===== config.mk =====
export PLATFORM = sky130hd
export DESIGN_NAME = hazard_ctrl_flat
export DESIGN_NICKNAME = d
export VERILOG_FILES = /design/src/rtl/hazard_pkg.sv /design/src/rtl/hazard_ctrl_if.sv /design/src/rtl/mem_wait_fsm.sv /design/src/rtl/hazard_ctrl.sv /design/src/flat_wrapper.sv
export SDC_FILE = /design/constraint.sdc
export NUM_CORES = 1
export LEC_CHECK = 0
export BUFFER_PORTS_ARGS = -buffer_cell sky130_fd_sc_hd__buf_4
export CAP_MARGIN = 30
export CORE_ASPECT_RATIO = 1.1
export CORE_MARGIN = 10
export CORE_UTILIZATION = 44
export DETAILED_ROUTE_END_ITERATION = 8
export HOLD_SLACK_MARGIN = 0.05
export PLACE_DENSITY_LB_ADDON = 0.3
export SETUP_SLACK_MARGIN = 0.4
export SLEW_MARGIN = 20
export SYNTH_ARGS = -nofsm -noshare
export SYNTH_HDL_FRONTEND = slang
export SYNTH_SLANG_ARGS = --single-unit

===== constraint.sdc =====
create_clock -name CLK -period 2.02 [get_ports CLK]
set_input_delay 0.303 -clock CLK [delete_from_list [all_inputs] [get_ports CLK]]
set_output_delay 0.303 -clock CLK [all_outputs]
set_load 0.02 [all_outputs]

===== src/rtl/hazard_pkg.sv =====
// Shared definitions for the pipeline hazard unit: forward selects, the
// memory-wait FSM state type and small helpers used by hazard_ctrl.
package hazard_pkg;

    localparam logic [1:0] FWD_NONE = 2'b00;
    localparam logic [1:0] FWD_W    = 2'b01;
    localparam logic [1:0] FWD_M    = 2'b10;

    typedef enum logic [1:0] {
        IDLE  = 2'd0,
        WAIT  = 2'd1,
        ABORT = 2'd2
    } memState_e;

    // Register 0 is hardwired, so it never needs a bypass; M is younger than W and wins.
    function automatic logic [1:0] fwdSel(input logic       regWrM,
                                          input logic [4:0] rdM,
                                          input logic       regWrW,
                                          input logic [4:0] rdW,
                                          input logic [4:0] rs);
        if (rs == 5'd0)                return FWD_NONE;
        if (regWrM && (rdM == rs))     return FWD_M;
        if (regWrW && (rdW == rs))     return FWD_W;
        return FWD_NONE;
    endfunction

    function automatic logic [31:0] satInc(input logic [31:0] value, input logic en);
        return (en && (value != 32'hFFFF_FFFF)) ? value + 32'd1 : value;
    endfunction

endpackage


===== src/rtl/hazard_ctrl_if.sv =====
// Data-memory handshake seen by the hazard unit: request in M and the memory ack.
interface hazard_ctrl_if;

    logic MemReqM;
    logic MemReadyM;

    modport master (output MemReqM, output MemReadyM);
    modport slave  (input  MemReqM, input  MemReadyM);

endinterface


===== src/rtl/mem_wait_fsm.sv =====
// Tracks an outstanding data-memory access, stalls while it is not acked and
// aborts it with a sticky error once MEM_TIMEOUT wait cycles have elapsed.
module mem_wait_fsm
    import hazard_pkg::*;
#(
    parameter int MEM_TIMEOUT = 255
) (
    input  logic CLK,
    input  logic RSTn,
    input  logic memReq_i,
    input  logic memReady_i,
    output logic memStall_o,
    output logic memErr_o
);

    localparam int CNT_W = (MEM_TIMEOUT < 1) ? 1 : $clog2(MEM_TIMEOUT + 1);
    localparam logic [CNT_W-1:0] CNT_MAX = CNT_W'(MEM_TIMEOUT);

    memState_e        state_q;
    logic [CNT_W-1:0] waitCnt_q;
    logic             memErr_q;

    always_ff @(posedge CLK) begin
        if (!RSTn) begin
            state_q   <= IDLE;
            waitCnt_q <= '0;
            memErr_q  <= 1'b0;
        end else begin
            case (state_q)
                IDLE: begin
                    if (memReq_i && !memReady_i) begin
                        state_q   <= WAIT;
                        waitCnt_q <= '0;
                    end
                end
                WAIT: begin
                    if (memReady_i) begin
                        state_q <= IDLE;
                    end else if (waitCnt_q == CNT_MAX) begin
                        state_q  <= ABORT;
                        memErr_q <= 1'b1;
                    end else begin
                        waitCnt_q <= waitCnt_q + 1'b1;
                    end
                end
                ABORT:   state_q <= IDLE;
                default: state_q <= IDLE;
            endcase
        end
    end

    // Ready releases the stall in the same cycle; ABORT releases as if ready.
    assign memStall_o = !memReady_i && (((state_q == IDLE) && memReq_i) || (state_q == WAIT));
    assign memErr_o   = memErr_q;

endmodule


===== src/rtl/hazard_ctrl.sv =====
// Pipeline hazard unit: operand forwarding, load-use stall, branch flush and
// memory-wait stalls. Defining HAZARD_PERF_EN adds saturating event counters.
module hazard_ctrl
    import hazard_pkg::*;
#(
    parameter int MEM_TIMEOUT = 255
) (
    input  logic         CLK,
    input  logic         RSTn,
    input  logic [4:0]   Rs1D,
    input  logic [4:0]   Rs2D,
    input  logic [4:0]   Rs1E,
    input  logic [4:0]   Rs2E,
    input  logic [4:0]   RdE,
    input  logic [4:0]   RdM,
    input  logic [4:0]   RdW,
    input  logic         RegWriteM,
    input  logic         RegWriteW,
    input  logic         ResultSrcE0,
    input  logic         PCSrcE,
    hazard_ctrl_if.slave memBus,
    output logic [1:0]   ForwardAE,
    output logic [1:0]   ForwardBE,
    output logic         StallF,
    output logic         StallD,
    output logic         StallE,
    output logic         StallM,
    output logic         FlushD,
    output logic         FlushE,
    output logic         FlushW,
    output logic         MemErr
`ifdef HAZARD_PERF_EN
    ,
    output logic [31:0]  LuStallCnt,
    output logic [31:0]  MemWaitCnt,
    output logic [31:0]  FlushCnt
`endif
);

    logic memStall;
    logic loadUse;

    mem_wait_fsm #(
        .MEM_TIMEOUT(MEM_TIMEOUT)
    ) uMemWait (
        .CLK        (CLK),
        .RSTn       (RSTn),
        .memReq_i   (memBus.MemReqM),
        .memReady_i (memBus.MemReadyM),
        .memStall_o (memStall),
        .memErr_o   (MemErr)
    );

    assign loadUse = ResultSrcE0 && (RdE != 5'd0) && ((RdE == Rs1D) || (RdE == Rs2D));

    // A memory stall freezes everything up to M, so load-use and branch actions wait for release.
    always_comb begin
        ForwardAE = FWD_NONE;
        ForwardBE = FWD_NONE;
        StallF    = 1'b0;
        StallD    = 1'b0;
        StallE    = 1'b0;
        StallM    = 1'b0;
        FlushD    = 1'b0;
        FlushE    = 1'b0;
        FlushW    = 1'b0;
        if (!RSTn) begin
            FlushD = 1'b1;
            FlushE = 1'b1;
            FlushW = 1'b1;
        end else begin
            ForwardAE = fwdSel(RegWriteM, RdM, RegWriteW, RdW, Rs1E);
            ForwardBE = fwdSel(RegWriteM, RdM, RegWriteW, RdW, Rs2E);
            if (memStall) begin
                StallF = 1'b1;
                StallD = 1'b1;
                StallE = 1'b1;
                StallM = 1'b1;
                FlushW = 1'b1;
            end else begin
                StallF = loadUse && !PCSrcE;
                StallD = loadUse && !PCSrcE;
                FlushD = PCSrcE;
                FlushE = PCSrcE || loadUse;
            end
        end
    end

`ifdef HAZARD_PERF_EN
    logic [31:0] luStallCnt_q;
    logic [31:0] memWaitCnt_q;
    logic [31:0] flushCnt_q;
    logic        luEvt;
    logic        flushEvt;

    assign luEvt    = loadUse && !PCSrcE && !memStall;
    assign flushEvt = PCSrcE && !memStall;

    always_ff @(posedge CLK) begin
        if (!RSTn) begin
            luStallCnt_q <= '0;
            memWaitCnt_q <= '0;
            flushCnt_q   <= '0;
        end else begin
            luStallCnt_q <= satInc(luStallCnt_q, luEvt);
            memWaitCnt_q <= satInc(memWaitCnt_q, memStall);
            flushCnt_q   <= satInc(flushCnt_q, flushEvt);
        end
    end

    assign LuStallCnt = luStallCnt_q;
    assign MemWaitCnt = memWaitCnt_q;
    assign FlushCnt   = flushCnt_q;
`endif

endmodule


===== src/flat_wrapper.sv =====
// flat-port wrapper written by rule: the top's interface ports become plain ports
module hazard_ctrl_flat import hazard_pkg::*;
#(
    parameter int MEM_TIMEOUT = 255
)
  (CLK, RSTn, Rs1D, Rs2D, Rs1E, Rs2E, RdE, RdM, RdW, RegWriteM, RegWriteW, ResultSrcE0, PCSrcE, ForwardAE, ForwardBE, StallF, StallD, StallE, StallM, FlushD, FlushE, FlushW, MemErr, memBus_MemReqM, memBus_MemReadyM);
  hazard_ctrl_if memBus_i ();
  input  logic CLK;
  input  logic RSTn;
  input  logic [4:0] Rs1D;
  input  logic [4:0] Rs2D;
  input  logic [4:0] Rs1E;
  input  logic [4:0] Rs2E;
  input  logic [4:0] RdE;
  input  logic [4:0] RdM;
  input  logic [4:0] RdW;
  input  logic RegWriteM;
  input  logic RegWriteW;
  input  logic ResultSrcE0;
  input  logic PCSrcE;
  output logic [1:0] ForwardAE;
  output logic [1:0] ForwardBE;
  output logic StallF;
  output logic StallD;
  output logic StallE;
  output logic StallM;
  output logic FlushD;
  output logic FlushE;
  output logic FlushW;
  output logic MemErr;
  input wire logic [$bits(memBus_i.MemReqM)-1:0] memBus_MemReqM;
  input wire logic [$bits(memBus_i.MemReadyM)-1:0] memBus_MemReadyM;
  assign memBus_i.MemReqM = memBus_MemReqM;
  assign memBus_i.MemReadyM = memBus_MemReadyM;
  hazard_ctrl #(.MEM_TIMEOUT(MEM_TIMEOUT)) u_core (.CLK(CLK), .RSTn(RSTn), .Rs1D(Rs1D), .Rs2D(Rs2D), .Rs1E(Rs1E), .Rs2E(Rs2E), .RdE(RdE), .RdM(RdM), .RdW(RdW), .RegWriteM(RegWriteM), .RegWriteW(RegWriteW), .ResultSrcE0(ResultSrcE0), .PCSrcE(PCSrcE), .memBus(memBus_i), .ForwardAE(ForwardAE), .ForwardBE(ForwardBE), .StallF(StallF), .StallD(StallD), .StallE(StallE), .StallM(StallM), .FlushD(FlushD), .FlushE(FlushE), .FlushW(FlushW), .MemErr(MemErr));
endmodule

==> results.yml <==
run_status:
  outcome: "finished, final reports clean"
route:
  final_antenna_net_count: 0
  drt_iter0_drc: 71
  drc_errors: 0
  routed_wl_um: 4540
  viasPerCell: 6.13
  vias: 1349
  firstDrtPassIters: 4
  post_drt_wl_per_cell_um: 20.6
synth:
  synth_cell_types: 32
  ys_seq_area_frac: 0.226
  ys_ff_latch: 11
  yosysWarnings: 0
  synth.avg_cell_area_um2: 7.87
  synth_edf_count: 0
  async_flop_share: 0
  mappedNetlistArea_um2: 976
  syn_nets: 168
  ys.flop_type: "dfxtp_1"
  syn_inst: 124
  yosysTopAreaCellShare: 0.226
  netlist_top_cells_area: "dfxtp_1 23%, xor2_1 16%, xnor2_1 11%"
  synth_top_area_cell: "dfxtp_1"
clock_network:
  tritoncts: "yes"
  clk_pin_slew_ps: 80
  cts.path.max_buffers: 2
  insertion_delay_ps: 290
  numCtsBuffers: 3
  clockRootBuffer: "clkbuf_4"
  cts_max_level: 1
  numClockSinks: 11
global_routing:
  overflow: 0
  antenna_found_initial: 0
  grt_pass1_wl_um: 6290
  grt_max_degree: 12
  grt_pass1_vias: 1332
  grt_usage: 0.166
pwr:
  power.total_w: 0.000670
  power.leakage_nw: 0.739
  p_per_area_mw_per_mm2: 365
  peakVddDrop_mv: 0.651
sta:
  clock_skew_ps: 7.79
  finalCriticalPeriod_ps: 1830
  slew-limit-headroom: 0.727
  rsz0062_at_grt: "yes"
  setup_ws_ps: 187
  finalSetupTns_ps: 0
  fin_crit_sh: 0.907
  fmax_mhz: 546
  finalSetupViolCount: 0
  tightest_slew_ps: 405
  slew_violations: 0
  hold_viol: 0
placed_design:
  placed_area_mm2: 0.00147
  place_congestion: 0.817
  port_buffers: 54
  post-place-ws_ps: 201
  dp_hpwl_um: 3050
floorplanning:
  design.die.area_mm2: 0.00450
  start_util: 0.473
  pin_count: 55
  die_x_um: 64.9
  die_h_um: 69.4
  fp-row-count: 17
  core-area_mm2: 0.00206
cells_and_area:
  final_common_cell: "buf_4"
  layout.nets: 237
  layout_common_cells: "53 x buf_4, 14 x xor2_1, 10 x buf_6"
  final_util: 0.891
  design_area_mm2: 0.00184
  layout-drive-gt1-share: 0.604
  diodes: 0
  area_growth_pct: 88.3
worst_setup_path:
  critPathCaptureType: "output port"
  rr_worst_depth: 4
  cp.required_ps: 1720
  criticalPathCategory: "primary input to output port"
  path_max_fanout: 3
  arrival_ps: 1530
  cp-start-kind: "primary input"
min_path:
  min_path_type: "primary input to register"
  hold_path_depth: 2
run:
  cap_violations: 0
==> critical path: stages <==
cell     delay [ps]
buf_6           100
xor2_1          170
nor4_1          290
and3_1          270
nor3b_2         210
buf_4           180
==> cell type report <==
cell class / count / area (um2)
Timing Repair Buffer: 67 / 571
Inverter: 4 / 15.0
Fill cell: 98 / 225
Clock buffer: 3 / 22.5
Tap cell: 28 / 35.0
Multi-Input combinational cell: 106 / 956
Clock inverter: 1 / 5.00
Sequential cell: 11 / 234
==> cells by family after synthesis <==
group,share of synthesized area
AND/OR/NAND/NOR,0.278
XOR/XNOR,0.269
AO/OA/AOI/OAI,0.169
flip-flops,0.226
buffers and inverters,0.0346
multiplexers,0.0103
adder cells (fa/ha/maj),0.0128
==> power by group <==
group | total (W) | switching [W] | internal [W] | leakage (nW)
Sequential | 0.000220 | 0.00000391 | 0.000216 | 0.0921
Combinational | 0.000286 | 0.000137 | 0.000150 | 0.629
Clock | 0.000163 | 0.0000897 | 0.0000738 | 0.0177
==> flip-flops by register name, summed over array words and instances, names as in the netlist <==
register	flops
u_core.uMemWait.memErr_o	1
u_core.uMemWait.waitCnt_q	8
u_core.uMemWait.state_q	2
==> final timing paths <==
check                               startpoint                           end  slack [ps]
setup / recovery                       Rs2E[3]                  ForwardBE[1]         190
hold / removal                            RSTn    u_core.uMemWait.state_q[1]         330
setup reg to reg  u_core.uMemWait.waitCnt_q[2]  u_core.uMemWait.waitCnt_q[5]         350
hold reg to reg   u_core.uMemWait.waitCnt_q[0]  u_core.uMemWait.waitCnt_q[0]         500
==> per-layer routing <==
layer	vias up	wire (um)	global-route usage
met3	22	470	0.0870
li1	595	-	-
met1	640	1590	0.170
met2	92	2310	0.295
met4	0	160	0.0259
met5	-	0	0
==> stage by stage <==
stage / hold slack (ps) / instances
2_1_floorplan: 449 / 124
3_3_place_gp: 460 / 206
3_5_place_dp: 469 / 206
4_1_cts: 314 / 218
5_1_grt: 353 / 220
6_report: 332 / 220
==> what timing repair did <==
action / 4_1_cts / 5_1_grt
hold buffers: 0 / 0
gates resized for setup: 37 / 25
pin swaps: 20 / 14
buffers inserted: 8 / 2
endpoints found under the setup margin: 13 / 15
==> cells in the mapped netlist (all sizes together) (3+ instances only) <==
master,instances
nand3,6
o31ai,4
xor2,18
xnor2,12
inv,4
dfxtp,11
nand4,4
and3,3
nor3,5
nor4,4
o21ai,6
or4,6
or3,4
nor2,9
nand2,4
a21oi,8
(Power assumes the default switching activity.)
